## src/rtl/ula_seq.sv

```systemverilog
// ula_seq: command sequencer and result collector for the 6-bit ULA.
// Accepts load/ULA commands, keeps a 4-entry register file, drives the
// ULA operands with registered signals, captures its result into the
// destination register and returns the result on a valid/ready channel.
module ula_seq #(
  parameter int WIDTH = 6,
  parameter int NREGS = 4
) (
  input  logic             clk,
  input  logic             reset,
  input  logic             cmd_valid,
  output logic             cmd_ready,
  input  logic             cmd_load,
  input  logic             cmd_mode,
  input  logic [2:0]       cmd_oper,
  input  logic [1:0]       cmd_rd,
  input  logic [1:0]       cmd_ra,
  input  logic [1:0]       cmd_rb,
  input  logic [WIDTH-1:0] cmd_imm,
  output logic [WIDTH-1:0] ula_A,
  output logic [WIDTH-1:0] ula_B,
  output logic             ula_reset,
  output logic             ula_mode,
  output logic [2:0]       ula_oper,
  input  logic [WIDTH-1:0] ula_O,
  input  logic             ula_overflow,
  output logic             res_valid,
  input  logic             res_ready,
  output logic [WIDTH-1:0] res_data,
  output logic             res_overflow,
  output logic             res_zero,
  output logic             busy
);

  typedef enum logic [1:0] {
    S_IDLE    = 2'd0,
    S_ISSUE   = 2'd1,
    S_CAPTURE = 2'd2,
    S_RESP    = 2'd3
  } state_t;

  state_t           r_state;
  state_t           w_next;
  logic [WIDTH-1:0] r_regs [NREGS];
  logic [1:0]       r_rd;
  logic [WIDTH-1:0] r_ula_a;
  logic [WIDTH-1:0] r_ula_b;
  logic             r_ula_reset;
  logic             r_ula_mode;
  logic [2:0]       r_ula_oper;
  logic             r_res_valid;
  logic [WIDTH-1:0] r_res_data;
  logic             r_res_overflow;
  logic             r_res_zero;
  logic             w_accept;

  // Ready depends only on state (and reset), never on cmd_valid.
  assign cmd_ready = (r_state == S_IDLE) && !reset;
  assign w_accept  = cmd_valid && cmd_ready;
  assign busy      = (r_state != S_IDLE);

  assign ula_A        = r_ula_a;
  assign ula_B        = r_ula_b;
  assign ula_reset    = r_ula_reset;
  assign ula_mode     = r_ula_mode;
  assign ula_oper     = r_ula_oper;
  assign res_valid    = r_res_valid;
  assign res_data     = r_res_data;
  assign res_overflow = r_res_overflow;
  assign res_zero     = r_res_zero;

  // Next-state decode: loads go straight to RESP, ULA commands take ISSUE then CAPTURE.
  always_comb begin
    w_next = r_state;
    case (r_state)
      S_IDLE: begin
        if (w_accept) begin
          if (cmd_load) begin
            w_next = S_RESP;
          end else begin
            w_next = S_ISSUE;
          end
        end else begin
          w_next = S_IDLE;
        end
      end
      S_ISSUE:   w_next = S_CAPTURE;
      S_CAPTURE: w_next = S_RESP;
      S_RESP: begin
        if (res_ready) begin
          w_next = S_IDLE;
        end else begin
          w_next = S_RESP;
        end
      end
      default:   w_next = S_IDLE;
    endcase
  end

  // State register.
  always_ff @(posedge clk or posedge reset) begin
    if (reset) begin
      r_state <= S_IDLE;
    end else begin
      r_state <= w_next;
    end
  end

  // Datapath: register file, registered ULA drive and response registers.
  always_ff @(posedge clk or posedge reset) begin
    if (reset) begin
      for (int i = 0; i < NREGS; i++) begin
        r_regs[i] <= '0;
      end
      r_rd           <= 2'd0;
      r_ula_a        <= '0;
      r_ula_b        <= '0;
      r_ula_reset    <= 1'b1;
      r_ula_mode     <= 1'b0;
      r_ula_oper     <= 3'd0;
      r_res_valid    <= 1'b0;
      r_res_data     <= '0;
      r_res_overflow <= 1'b0;
      r_res_zero     <= 1'b0;
    end else begin
      case (r_state)
        S_IDLE: begin
          if (w_accept) begin
            if (cmd_load) begin
              r_regs[cmd_rd] <= cmd_imm;
              r_res_data     <= cmd_imm;
              r_res_overflow <= 1'b0;
              r_res_zero     <= (cmd_imm == {WIDTH{1'b0}});
              r_res_valid    <= 1'b1;
            end else begin
              // Sources are sampled here, so rd == ra/rb sees the old value.
              r_ula_a     <= r_regs[cmd_ra];
              r_ula_b     <= r_regs[cmd_rb];
              r_ula_mode  <= cmd_mode;
              r_ula_oper  <= cmd_oper;
              r_rd        <= cmd_rd;
              r_ula_reset <= 1'b0;
            end
          end
        end
        S_CAPTURE: begin
          r_regs[r_rd]   <= ula_O;
          r_res_data     <= ula_O;
          // Carry/borrow is only meaningful for arithmetic (mode 0).
          r_res_overflow <= ula_overflow & ~r_ula_mode;
          r_res_zero     <= (ula_O == {WIDTH{1'b0}});
          r_ula_reset    <= 1'b1;
          r_res_valid    <= 1'b1;
        end
        S_RESP: begin
          if (res_ready) begin
            r_res_valid <= 1'b0;
          end
        end
        default: begin
        end
      endcase
    end
  end

endmodule
```

## config.mk

```make
export PLATFORM = sky130hd
export DESIGN_NAME = ula_seq
export DESIGN_NICKNAME = d
export VERILOG_FILES = /design/src/rtl/ula_seq.sv
export SDC_FILE = /design/constraint.sdc
export NUM_CORES = 1
export LEC_CHECK = 0
export CAP_MARGIN = 10
export CORE_UTILIZATION = 52
export DETAILED_ROUTE_END_ITERATION = 6
export PLACE_DENSITY = 0.79
export SETUP_SLACK_MARGIN = 0.02
export SYNTH_ARGS = -nofsm -noshare
export SYNTH_HDL_FRONTEND = slang
export SYNTH_SLANG_ARGS = --single-unit
```

## constraint.sdc

```tcl
create_clock -name clk -period 2.1 [get_ports clk]
set_input_delay 0.315 -clock clk [delete_from_list [all_inputs] [get_ports clk]]
set_output_delay 0.315 -clock clk [all_outputs]
set_load 0.005 [all_outputs]
```

Yosys cells after proc, flatten, opt, wreduce, memory -nomap -nowiden
Cells that the tools add are included.
- word-level logic and storage cells: 85
- register bits: 54
- reduce and logical (&&, ||, !) cells: 15
- equality and inequality tests: 7
- bitwise operators: 7
- multiplexer cells: 35
- order comparisons: 6
- operators by type and width (cell ; count):
    bitwise mux 24 bit ; 2
    two-way mux 24 bit ; 2
    two-way mux 6 bit ; 8
    one-hot mux 24 bit (2 select lines) ; 1
    binary-select mux 6 bit (select 2 bit) ; 2
    demux 6 bit (select 2 bit) ; 2
    greater-or-equal comparator 3 bit (second input constant) ; 4
    logical NOT 6 bit ; 2
    NOT 2 -> 3 bit ; 4
    one-hot mux 6 bit (2 select lines) ; 1
    two-way mux 1 bit ; 9
    AND reduction 3 bit ; 3
    inequality test 2 bit (second input constant) ; 4
    one-hot mux 2 bit (4 select lines) ; 1
    less-than comparator 3 x 1 -> 1 bit (second input constant) ; 2
    two-way mux 2 bit ; 3
    one-hot mux 1 bit (2 select lines) ; 3
    == test 2 bit (second input constant) ; 2
    logical AND 1 bit ; 4
    AND reduction 4 bit ; 1
    nonzero test 2 bit ; 2
    one-hot mux 1 bit (3 select lines) ; 1
    nonzero test 3 bit ; 1
    == test 2 x 1 -> 1 bit (second input constant) ; 1
    other kinds (4) ; 5

Logic depth before layout (Yosys ltp)
Gate-level depths: netlist of run 1.
- depth after elaboration: 9
- mapped depth: 6

Worst setup path before layout of run 1
No wires, ideal clock.
- path type: register to register
- from: register r_state[1]
- to: register r_rd[0]
- buffers on the path: 2
- path slack: 439 ps
- cell stages (with the launch flop): 6
- required time: 1972 ps
- setup time: 128 ps
- arrival: 1534 ps
- cell sequence: dfrtp_1 > or2_1 > nor3b_1 > buf_4 > buf_4 > mux2_1
- word-level cells in the longest chain between the ends: 4
- ends and longest elaborated chain (element ; RTL line ; RTL):
    start, declared ; 42 ; state_t r_state;
    start signal, assigned ; 105 ; r_state <= w_next;
    logical NOT 2 bit * ; 58, 126 ;
    logical AND 1 bit ; 58 ; assign cmd_ready = (r_state == S_IDLE) && !reset;
    logical AND 1 bit ; 59 ; assign w_accept = cmd_valid && cmd_ready;
    AND reduction 3 bit (no line) * ; - ;
    end signal, assigned ; 141 ; r_rd <= cmd_rd;
    end, declared ; 45 ; logic [1:0] r_rd;
Mark *: on every way between the ends. The rest lies on a longest branch, timed or not.
A chain may end at the register's enable or synchronous reset.

Final worst setup path of run 1
- from: register r_state[0]
- to: output port cmd_ready
- word-level cells in the longest chain between the ends: 2
- ends and longest elaborated chain (element ; RTL line ; RTL):
    logical NOT 2 bit ; 58 ;
    logical AND 1 bit ; 58 ;
    end, declared ; 12 ; output logic cmd_ready,
No other way between the ends.

==> impl_metrics.py, run 1 <==
metrics = {
    "status": {
        "status": "complete, no violations",
    },
    "pwr": {
        "switching_share_pct": 34.5,
        "p_total_uw": 4450,
        "seqPwrFrac_pct": 41.0,
        "p_int_uw": 2920,
        "power_switching_uw": 1530,
        "power_frac_comb_pct": 45.4,
        "peakVddDrop_v": 0.000672,
        "clkPwrFrac_pct": 13.7,
        "p_per_area_nw_per_um2": 1210,
        "power_leakage_uw": 0.00160,
    },
    "floorplanning": {
        "core_um2": 5200,
        "fp.dieW_um": 76.1,
        "ios": 56,
        "die_area_um2": 5800,
        "fp-row-count": 26,
        "die_h_um": 76.1,
        "start_util_pct": 54.9,
    },
    "clock_network": {
        "path_clk_slew_ns": 0.10,
        "cts_made_buffers": 5,
        "cts_tree": "yes",
        "h-tree-depth": 2,
        "clockRootBuffer": "clkbuf_8",
        "cts_max_path_buffers": 2,
        "cts_sinks": 54,
        "clock_latency_ns": 0.32,
        "postCtsHoldBufs": 0,
        "cts_setup_buffers": 0,
        "cts-resized-gates": 0,
    },
    "synthesis": {
        "ys_top_cells_by_count": "dfrtp_1 (53), mux2_4 (18), o2bb2ai_1 (18)",
        "synth_top_cell_by_area": "dfrtp_1",
        "synth_cell_types": 36,
        "seq_area_frac_synth_pct": 47.3,
        "yosysTopAreaCellShare_pct": 46.4,
        "yosysMostFrequentCell": "dfrtp_1",
        "syn_area_per_cell_um2": 13.7,
        "synth.area.top_cells": "dfrtp_1 (46%), mux2_4 (9.5%), mux4_2 (9.5%)",
        "syn_nets": 237,
        "synth-main-ff-cell": "dfrtp_1",
        "yosysWarnings": 0,
        "synth-edff-count": 0,
        "ys_async_sr_fraction_pct": 100,
        "netlist_area_um2": 2860,
        "ys_ff_latch": 54,
        "syn_inst": 209,
    },
    "worst_hold_path": {
        "min_path_type": "in2async",
    },
    "setup_path": {
        "reg2reg_depth": 5,
        "path_cells": "or2_1 > nor2_1 > clkdlybuf4s50_1",
        "cp-startpoint": "r_state[0]$_DFF_PP0_",
        "cp.required_ns": 1.78,
        "cp.arrival_ns": 1.67,
        "rrSetupSlack_ns": 0.20,
        "startpoint_type": "register",
        "r2r_end": "r_regs[23]$_DFFE_PP0P_",
        "cp-end-kind": "primary output",
        "r2r-start": "r_state[1]$_DFF_PP0_",
        "slowest_stage": "clkdlybuf4s50_1",
        "criticalPathCategory": "reg2out",
        "max_stage_delay_ns": 0.50,
        "crit_fanout": 7,
    },
    "timing": {
        "worst_pin_slew_ns": 0.433,
        "grt_setup_unrepaired": "false",
        "fmax_mhz": 503,
        "max_slew_margin_pct": 71.1,
        "tns_ns": 0,
        "post-route-min-period_ns": 1.99,
        "hold_viol": 0,
        "clock_skew_ns": 0.0114,
        "fin_crit_sh_pct": 94.6,
        "drv_slew": 0,
        "setup_viol_count_final": 0,
    },
    "layout": {
        "num_antenna_cells": 0,
        "drive_above_1_share_pct": 25.8,
        "fin_cells": 345,
        "syn_to_final_growth_pct": 28.2,
        "utilization_pct": 70.4,
        "nets": 302,
        "n_fill_cell": 385,
    },
    "placed_design": {
        "placed_cells": 337,
        "portBuffers": 55,
        "place_congestion": 0.822,
        "hpwl_um": 4870,
    },
    "job": {
        "cap_violations": 0,
    },
    "route": {
        "ant_nets": 0,
        "firstDrtPassIters": 4,
        "drtIter0Drc": 95,
        "via_per_inst": 5.92,
        "wl_per_cell_um": 18.2,
        "finalWirelength_um": 6280,
        "drc": 0,
        "vias": 2044,
    },
    "grt": {
        "antenna_found_initial": 0,
        "grt_pass1_wl_um": 10500,
        "grt_usage_pct": 23.5,
        "grt_pass1_vias": 2061,
        "grt_max_degree": 37,
        "grt-ovfl-total": 0,
    },
}
## final cells by class
| type | count | area [um2] | area share, % |
|---|---|---|---|
| Clock buffer | 5 | 68.8 | 1.88 |
| Clock inverter | 3 | 26.3 | 0.717 |
| Inverter | 3 | 11.3 | 0.307 |
| Multi-Input combinational cell | 143 | 1440 | 39.3 |
| Sequential cell | 54 | 1350 | 36.9 |
| Tap cell | 70 | 87.6 | 2.39 |
| Timing Repair Buffer | 67 | 678 | 18.5 |
## worst max-delay path by stage
stage	slack, ns	to	cells past startpoint
final	0.11	cmd_ready	3
after global routing	0.07	cmd_ready	3
after detailed placement	0.04	r_regs[2]$_DFFE_PP0P_	4
after global placement	0.07	r_regs[4]$_DFFE_PP0P_	4
after floorplan	0.44	r_rd[0]$_DFFE_PP0P_	5
after CTS	0.10	cmd_ready	3
## cells by family (layout without fill, tap and decap cells)
| kind of cell | count (synthesis) | after routing | share of synthesized area, % |
|---|---|---|---|
| multiplexers | 54 | 54 | 28.4 |
| flip-flops | 54 | 54 | 47.3 |
| AND/OR/NAND/NOR | 48 | 48 | 9.55 |
| buffers and inverters | 12 | 78 | 2.45 |
| AO/OA/AOI/OAI | 41 | 41 | 12.3 |
## registers in the layout, indices dropped and copies added, names as in the netlist
register,cells
ula_mode,1
ula_A,6
ula_reset,1
r_regs,24
res_data,6
res_zero,1
r_state,2
res_overflow,1
ula_B,6
r_rd,2
res_valid,1
ula_oper,3
## power by group through the flow
| stage | combinational [uW] | sequential [uW] | clock, uW |
|---|---|---|---|
| 3_5_place_dp | 2020 | 1840 | 0 |
| 6_report | 2020 | 1820 | 609 |
| 3_3_place_gp | 1960 | 1810 | 0 |
| 5_1_grt | 2170 | 1880 | 672 |
| 4_1_cts | 2030 | 1820 | 626 |
| 2_1_floorplan | 1240 | 1750 | 0 |
## metal layers
layer | up-vias | part of all wire, % | GRT usage [%]
li1 | 937 | - | -
met1 | 1042 | 44 | 30.5
met2 | 58 | 51 | 40.3
met3 | 7 | 3.8 | 3.83
met4 | 0 | 1.4 | 8.08
met5 | - | 0 | 0
## stage by stage
stage          hold WS (ns)  cell area [um2]  setup WS (ns)
6_report              0.376             3660          0.113
5_1_grt               0.418             3660         0.0720
4_1_cts               0.384             3660          0.104
3_5_place_dp          0.474             3570         0.0397
3_3_place_gp          0.466             3570         0.0729
2_1_floorplan         0.414             2860          0.439
## worst max-delay path, delay by kind of cell (launching register included)
kind / cells / cell delay, ns
buf+inv: 1 / 0.50
flops: 1 / 0.45
simple gates: 2 / 0.41
## layout by cell type (no fill, tap or decap), types with 3 or more instances in the layout
master	synthesis	layout
dfrtp_1	53	53
a32o_1	6	6
mux2_1	15	15
clkbuf_8	0	5
nand2_1	14	14
o21ai_4	3	3
a31oi_1	8	8
clkdlybuf4s50_1	0	55
a21oi_1	3	3
mux2_2	9	9
o2bb2ai_1	18	18
buf_12	0	3
nor2_1	14	14
mux4_2	12	12
mux2_4	18	18
buf_4	2	9
Note: power is estimated with default switching activity, not from simulation.
==> run 2: changes to the inputs <==
- SKIP_LAST_GASP: default -> 1
- clock period: 2.1 -> 2.2 ns (I/O delays scaled with it)
==> run 2 against run 1 <==
Effect of this change:
- largest cell class unchanged
- clock power shrank 7.7%
- non-clock buffer count decreased by 4
- first-iteration DRC count increased by 2.1%
==> impl_metrics.py, run 2 (synthesis results as in run 1) <==
metrics = {
    "pwr": {
        "power_switching_uw": 1420,
        "seqPwrFrac_pct": 41.4,
        "p_int_uw": 2780,
        "p_per_area_nw_per_um2": 1160,
        "power_frac_comb_pct": 45.2,
        "peakVddDrop_v": 0.000700,
        "switching_share_pct": 33.7,
        "power_leakage_uw": 0.00157,
        "p_total_uw": 4200,
        "clkPwrFrac_pct": 13.4,
    },
    "route": {
        "ant_nets": 0,
        "drc": 0,
        "vias": 1989,
        "met1_length_um": 2700,
        "wl_met3_um": 269,
        "via_per_inst": 5.83,
        "dr_wl_met2_um": 3170,
        "finalWirelength_um": 6270,
        "wl_per_cell_um": 18.4,
        "firstDrtPassIters": 4,
        "top_layer_used": "met4",
        "drtIter0Drc": 97,
    },
    "placed_design": {
        "hpwl_um": 4880,
        "place_congestion": 0.841,
        "portBuffers": 55,
        "post-place-ws_ns": 0.140,
    },
    "floorplanning": {
        "start_util_pct": 54.9,
        "die_h_um": 76.1,
        "fp.dieW_um": 76.1,
        "fp-row-count": 26,
        "ios": 56,
        "core_um2": 5200,
        "die_area_um2": 5800,
    },
    "layout": {
        "utilization_pct": 69.6,
        "drive_above_1_share_pct": 24.7,
        "largest_reg_flops": 24,
        "multiInputGateArea_um2": 1440,
        "n_fill_cell": 389,
        "layout_common_cells": "clkdlybuf4s50_1 (55), dfrtp_1 (53), o2bb2ai_1 (18), mux2_4 (18), mux2_1 (15)",
        "final_common_cell": "clkdlybuf4s50_1",
        "nets": 298,
        "syn_to_final_growth_pct": 26.8,
        "seq_area_um2": 1350,
        "num_antenna_cells": 0,
        "largest_register": "r_regs",
    },
    "timing": {
        "fmax_mhz": 505,
        "hold_viol": 0,
        "grt_setup_unrepaired": "false",
        "max_slew_margin_pct": 70.2,
        "setup_viol_count_final": 0,
        "fin_crit_sh_pct": 90.0,
        "clock_skew_ns": 0.00993,
        "hold_ws_ns": 0.408,
        "worst_pin_slew_ns": 0.445,
        "tns_ns": 0,
        "drv_slew": 0,
        "post-route-min-period_ns": 1.98,
        "setup_ws_ns": 0.220,
    },
    "clock_network": {
        "cts_setup_buffers": 0,
        "cts_max_path_buffers": 2,
        "postCtsHoldBufs": 0,
        "cts-resized-gates": 0,
        "h-tree-depth": 2,
        "path_clk_slew_ns": 0.10,
        "clockRootBuffer": "clkbuf_8",
        "cts_made_buffers": 5,
        "clock_latency_ns": 0.31,
        "cts_sinks": 54,
        "cts_tree": "yes",
    },
    "grt": {
        "grt_pass1_vias": 2048,
        "grt_pass1_wl_um": 10600,
        "antenna_found_initial": 0,
        "grt_max_degree": 37,
        "grt-ovfl-total": 0,
        "grt_usage_pct": 23.7,
    },
    "setup_path": {
        "criticalPathCategory": "reg2out",
        "cp.required_ns": 1.87,
        "crit_fanout": 7,
        "cp-end-kind": "primary output",
        "crit_family": "buffers and inverters",
        "startpoint_type": "register",
        "cp.arrival_ns": 1.65,
        "max_stage_delay_ns": 0.50,
        "crit_buf_inv": 1,
        "path_cells": "or2_1 > nor2_1 > clkdlybuf4s50_1",
        "slowest_stage": "clkdlybuf4s50_1",
    },
    "job": {
        "cap_violations": 0,
    },
    "worst_hold_path": {
        "min_path_type": "in2async",
    },
    "status": {
        "status": "complete, no violations",
    },
}
run 2: cell types whose count changed in the layout (fill, tap and decap cells not counted), sizes merged:
cell / before / now
buf: 12 / 8
clkbuf: 5 / 6
clkinvlp: 0 / 1
inv: 5 / 3
run 2: worst paths after layout:
path                            slack, ns                       to  cells after the start                 start
max in group asynchronous            1.26     ula_B[0]$_DFFE_PP0P_                      3                 reset
worst max-delay path                 0.22                cmd_ready                      3  r_state[1]$_DFF_PP0_
min in group clk                     0.49     ula_A[1]$_DFFE_PP0P_                      1  ula_A[1]$_DFFE_PP0P_
worst max register to register       0.33   r_regs[20]$_DFFE_PP0P_                      5  r_state[1]$_DFF_PP0_
worst min-delay path                 0.41  res_data[1]$_DFFE_PP0P_                      2                 reset
worst min register to register       0.49     ula_A[1]$_DFFE_PP0P_                      1  ula_A[1]$_DFFE_PP0P_
run 2: worst register-to-register path, cell delays in order, from the launching register on:
cell	delay [ns]
dfrtp_1	0.46
nor2b_1	0.18
buf_4	0.21
nor3_4	0.26
o21a_2	0.29
mux2_1	0.36
run 2: final cells by class:
type / instances / area share [%]
timing repair buffer: 63 / 17.5
clock buffer: 6 / 2.28
sequential: 54 / 37.3
clock inverter: 2 / 0.345
multi-input combinational: 143 / 39.8
tap: 70 / 2.42
inverter: 3 / 0.311
run 2: through the flow:
step | cell area (um2) | std cells
2_1_floorplan | 2860 | 209
3_3_place_gp | 3530 | 333
3_5_place_dp | 3530 | 333
4_1_cts | 3620 | 341
5_1_grt | 3620 | 341
6_report | 3620 | 341
run 2: routing by layer:
| layer | GRT usage (%) | up-vias |
|---|---|---|
| met2 | 40.5 | 67 |
| met5 | 0 | - |
| met3 | 4.07 | 11 |
| met4 | 8.65 | 0 |
| li1 | - | 928 |
| met1 | 30.3 | 983 |
run 2: power by group through the flow:
| stage | clock network, uW | logic (uW) | registers, uW |
|---|---|---|---|
| 2_1_floorplan | 0 | 1190 | 1670 |
| 3_3_place_gp | 0 | 1850 | 1730 |
| 3_5_place_dp | 0 | 1910 | 1760 |
| 4_1_cts | 575 | 1920 | 1740 |
| 5_1_grt | 614 | 2060 | 1810 |
| 6_report | 562 | 1900 | 1740 |
==> run 3: changes to the inputs <==
- PLACE_DENSITY: 0.79 -> 0.88
- clock period: 2.2 -> 2 ns (I/O delays scaled with it)
==> run 3 against run 2 <==
Effect of this change:
- setup slack worse by 0.052 ns
- clock power up 7.1%
- final area up 1.8%
- sequential power up 9%
- flip-flop and latch count unchanged
- clock skew down 0.0049 ns
- power up 11%
- hold slack better by 0.047 ns
==> impl_metrics.py, run 3 (synthesis results as in run 1) <==
metrics = {
    "setup_path": {
        "cp.arrival_ns": 1.53,
        "cp.required_ns": 1.70,
        "crit_fanout": 6,
        "cp-end-kind": "primary output",
        "criticalPathCategory": "reg2out",
        "startpoint_type": "register",
    },
    "floorplanning": {
        "die_h_um": 76.1,
        "fp.dieW_um": 76.1,
        "core_um2": 5200,
        "die_area_um2": 5800,
        "fp-row-count": 26,
        "ios": 56,
        "start_util_pct": 54.9,
    },
    "timing": {
        "fin_crit_sh_pct": 91.6,
        "hold_viol": 0,
        "post-route-min-period_ns": 1.83,
        "grt_setup_unrepaired": "false",
        "worst_pin_slew_ns": 0.410,
        "clock_skew_ns": 0.00505,
        "max_slew_margin_pct": 72.5,
        "fmax_mhz": 546,
        "setup_viol_count_final": 0,
        "drv_slew": 0,
        "tns_ns": 0,
    },
    "clock_network": {
        "clockRootBuffer": "clkbuf_8",
        "h-tree-depth": 2,
        "cts_made_buffers": 5,
        "path_clk_slew_ns": 0.09,
        "postCtsHoldBufs": 0,
        "cts_sinks": 54,
        "cts_tree": "yes",
        "clock_latency_ns": 0.30,
        "cts_max_path_buffers": 2,
        "cts_setup_buffers": 0,
    },
    "route": {
        "drc": 0,
        "finalWirelength_um": 6150,
        "vias": 2039,
        "firstDrtPassIters": 4,
        "drtIter0Drc": 139,
        "via_per_inst": 5.91,
        "wl_per_cell_um": 17.8,
        "ant_nets": 0,
    },
    "pwr": {
        "power_switching_uw": 1570,
        "p_int_uw": 3100,
        "p_per_area_nw_per_um2": 1270,
        "power_leakage_uw": 0.00163,
        "peakVddDrop_v": 0.000684,
        "p_total_uw": 4670,
        "power_frac_comb_pct": 46.3,
        "seqPwrFrac_pct": 40.8,
        "switching_share_pct": 33.6,
        "clkPwrFrac_pct": 12.9,
    },
    "grt": {
        "antenna_found_initial": 0,
        "grt_pass1_vias": 2073,
        "grt-ovfl-total": 0,
        "grt_max_degree": 55,
        "grt_pass1_wl_um": 10500,
        "grt_usage_pct": 23.0,
    },
    "placed_design": {
        "place_congestion": 0.847,
        "portBuffers": 55,
        "hpwl_um": 4680,
        "placed_cells": 339,
    },
    "layout": {
        "n_fill_cell": 382,
        "layout_common_cells": "clkdlybuf4s50_1 (54), dfrtp_1 (53), o2bb2ai_1 (18), mux2_4 (18), mux2_1 (15)",
        "final_common_cell": "clkdlybuf4s50_1",
        "drive_above_1_share_pct": 26.5,
        "fin_cells": 345,
        "syn_to_final_growth_pct": 29.0,
        "largest_reg_flops": 24,
        "largest_register": "r_regs",
        "nets": 304,
        "num_antenna_cells": 0,
    },
    "worst_hold_path": {
        "min_path_type": "in2async",
    },
    "status": {
        "status": "complete, no violations",
    },
    "job": {
        "cap_violations": 0,
    },
}
[run 3: power groups by stage]
stage	clock network [uW]	logic [uW]	registers [uW]
after global placement	0	2080	1880
final	602	2160	1900
after floorplan	0	1310	1830
after CTS	612	2170	1890
after detailed placement	0	2160	1910
after global routing	656	2330	1970
[run 3: through the flow]
step	utilization (%)	area, um2	hold WS, ns	setup slack, ns
final	70.8	3690	0.456	0.168
after global routing	70.8	3690	0.500	0.0982
after CTS	70.7	3680	0.453	0.0247
after detailed placement	69.1	3600	0.474	-0.0110
after global placement	69.1	3600	0.466	0.0534
after floorplan	-	2860	0.399	0.339
[run 3: path summary, 6_finish.rpt]
check | startpoint | end | slack [ns] | depth (start not counted)
min in group clk | ula_A[1]$_DFFE_PP0P_ | ula_A[1]$_DFFE_PP0P_ | 0.49 | 1
worst min register to register | ula_A[1]$_DFFE_PP0P_ | ula_A[1]$_DFFE_PP0P_ | 0.49 | 1
worst max register to register | r_state[0]$_DFF_PP0_ | r_regs[3]$_DFFE_PP0P_ | 0.23 | 4
worst max-delay path | r_state[1]$_DFF_PP0_ | busy | 0.17 | 3
max in group asynchronous | reset | ula_reset$_DFFE_PP1P_ | 1.26 | 3
worst min-delay path | reset | res_data[0]$_DFFE_PP0P_ | 0.46 | 3
[run 3: layout make-up]
| cell class | count | area [um2] | share of cell area, % |
|---|---|---|---|
| tap | 70 | 87.6 | 2.38 |
| inverter | 3 | 11.3 | 0.305 |
| clock buffer | 6 | 82.6 | 2.24 |
| timing repair buffer | 69 | 708 | 19.2 |
| multi-input combinational | 143 | 1450 | 39.2 |
| sequential | 54 | 1350 | 36.7 |
[run 3: critical path, stage by stage, from the launching register on]
cell	delay, ns
dfrtp_1	0.38
buf_4	0.15
or2_4	0.25
clkdlybuf4s50_1	0.45
[run 3: routing by layer]
layer | global-route usage (%) | routed length, um | up-vias
met1 | 31.1 | 2810 | 1018
met5 | 0 | 0 | -
met4 | 5.00 | 70 | 0
met2 | 39.0 | 3000 | 80
met3 | 3.95 | 265 | 7
li1 | - | - | 934
[run 3: timing repair]
| item | in CTS | in global routing |
|---|---|---|
| gates resized for setup | 1 | 2 |
| endpoints found under the setup margin | 1 | 13 |
| gates cloned | 0 | 0 |
| hold endpoints to repair | 0 | 0 |
==> RTL edit (flow settings as in run 1) <==
Change the parameter `WIDTH` from 6 to 3.
--- a/src/rtl/ula_seq.sv
+++ b/src/rtl/ula_seq.sv
@@ -3,7 +3,7 @@
 // ULA operands with registered signals, captures its result into the
 // destination register and returns the result on a valid/ready channel.
 module ula_seq #(
-  parameter int WIDTH = 6,
+  parameter int WIDTH = 3,
   parameter int NREGS = 4
 ) (
   input  logic             clk,
Interface: changed (5 resized); port bits go from 56 to 41. The function was not compared with the original's and may differ.
==> RTL edit against run 1 <==
  * Power down 40%
  * Register-to-register slack better by 110 ps
  * Sequential cell count down 21
  * Routed wire length down 38%
  * Setup slack better by 7.2 ps
  * Largest cell class unchanged
  * First-iteration DRC count down 24%
  * Largest power group unchanged
  * Non-clock buffer count down 15
  * Area after synthesis down 40%
  * Cell area down 37%
==> RTL edit: results (changes against run 1) <==
layout:
  n_all_inverters: 5  # was 3
  nClkBuffers: 6  # was 5
  buffers_excl_clock: 52  # was 67
  stdcell_area_um2: 2297  # was 3665 um2
  nFillCells: 245  # was 385
  post-route-util_pct: 74.03  # was 70.41%
  final-clk-cell-share_pct: 2.233  # was 2.595%
  signal_buffer_area_fraction_pct: 21.90  # was 18.50%
  seq_share_pct: 36.11  # was 36.91%
  largest_reg_flops: 12  # was 24
  nMultiInputCombCells: 103  # was 143
  multi_input_area_share_pct: 36.55  # was 39.30%
  layout.nets: 222  # was 302
critical_path:
  critPathMaxFanout: 8  # was 7
  timing.rr.end: "ula_A[2]"  # was r_regs[23]
  reg2reg_slack_ps: 310  # was 200 ps
  worstReg2RegStart: "r_state[0]"  # was r_state[1]
power:
  cellLeakagePower_nw: 1.016  # was 1.598 nW
  powerComb_mw: 1.26  # was 2.02 mW
  ir_worst_vdd_v: 0.0006546  # was 0.0006717 V
  p_seq_share_pct: 40.8  # was 41.0%
  p_sw_share_pct: 33.40  # was 34.46%
  power_mw: 2.670  # was 4.451 mW
place:
  numPlacedInstances: 233  # was 337
  place_area_um2: 2213  # was 3570 um2
  portBuffers: 40  # was 55
  dp_slack_ps: 40.67  # was 39.67 ps
  dp_hpwl_um: 2985  # was 4866 um
global_routing:
  grt_use_total_pct: 23.88  # was 23.54%
  grt_pass1_wl_um: 6044  # was 10,540 um
  grt_use_met3_pct: 6.114  # was 3.832%
  grtUsageMet2_pct: 41.57  # was 40.27%
  grtUsageMet1_pct: 27.90  # was 30.52%
  grt_max_degree: 34  # was 37
route:
  vias: 1424  # was 2,044
  routed_via_density: 5.812  # was 5.925
  wl_per_cell_um: 15.81  # was 18.21 um
  wl_met3_um: 224  # was 237 um
  m1WireLength_um: 1510  # was 2778 um
  wl_met2_um: 2057  # was 3179 um
sta:
  skew_ps: 9.928  # was 11.40 ps
  tightest_slew_ps: 411.6  # was 432.5 ps
  whs_ps: 489.4  # was 375.6 ps
yosys:
  synthTopCellsByCount: "dfrtp_1, mux2_2, nand2_1"  # was dfrtp_1, mux2_4, o2bb2ai_1
  synthMuxAreaShare_pct: 25.15  # was 28.37%
  synth_nets: 168  # was 237
  ys_types: 30  # was 36
cts:
  clock_sinks: 33  # was 54
  cts-resized-gates: 1  # was 0
status:
  status: "finished clean"  # unchanged
RTL edit: cell types whose count changed after synthesis, sizes merged, moves of 4 or more:
cell / delta
a31oi: -7
dfrtp: -21
mux4: -6
a21oi: +4
o21ai: +4
o2bb2ai: -18
nor2: -5
mux2: -18
o22ai: +12
a32o: -5
RTL edit: logic make-up (layout without fill, tap and decap cells):
kind of cell | Yosys count | in the layout
DFF | 33 | 33
muxes | 30 | 30
buffers and inverters | 10 | 65
AOI/OAI and AO/OA | 32 | 32
and+or+nand+nor | 41 | 41
RTL edit: worst max-delay path by stage:
stage | cells after the start | slack (ps) | endpoint | start
final | 3 | 120 | cmd_ready | r_state[0]
after floorplan | 4 | 450 | r_rd[0] | r_state[0]
after global routing | 3 | 50 | cmd_ready | r_state[0]
after CTS | 3 | 20 | cmd_ready | r_state[1]
after global placement | 5 | 120 | r_regs[11] | cmd_rd[1]
after detailed placement | 5 | 40 | r_regs[11] | cmd_rd[1]
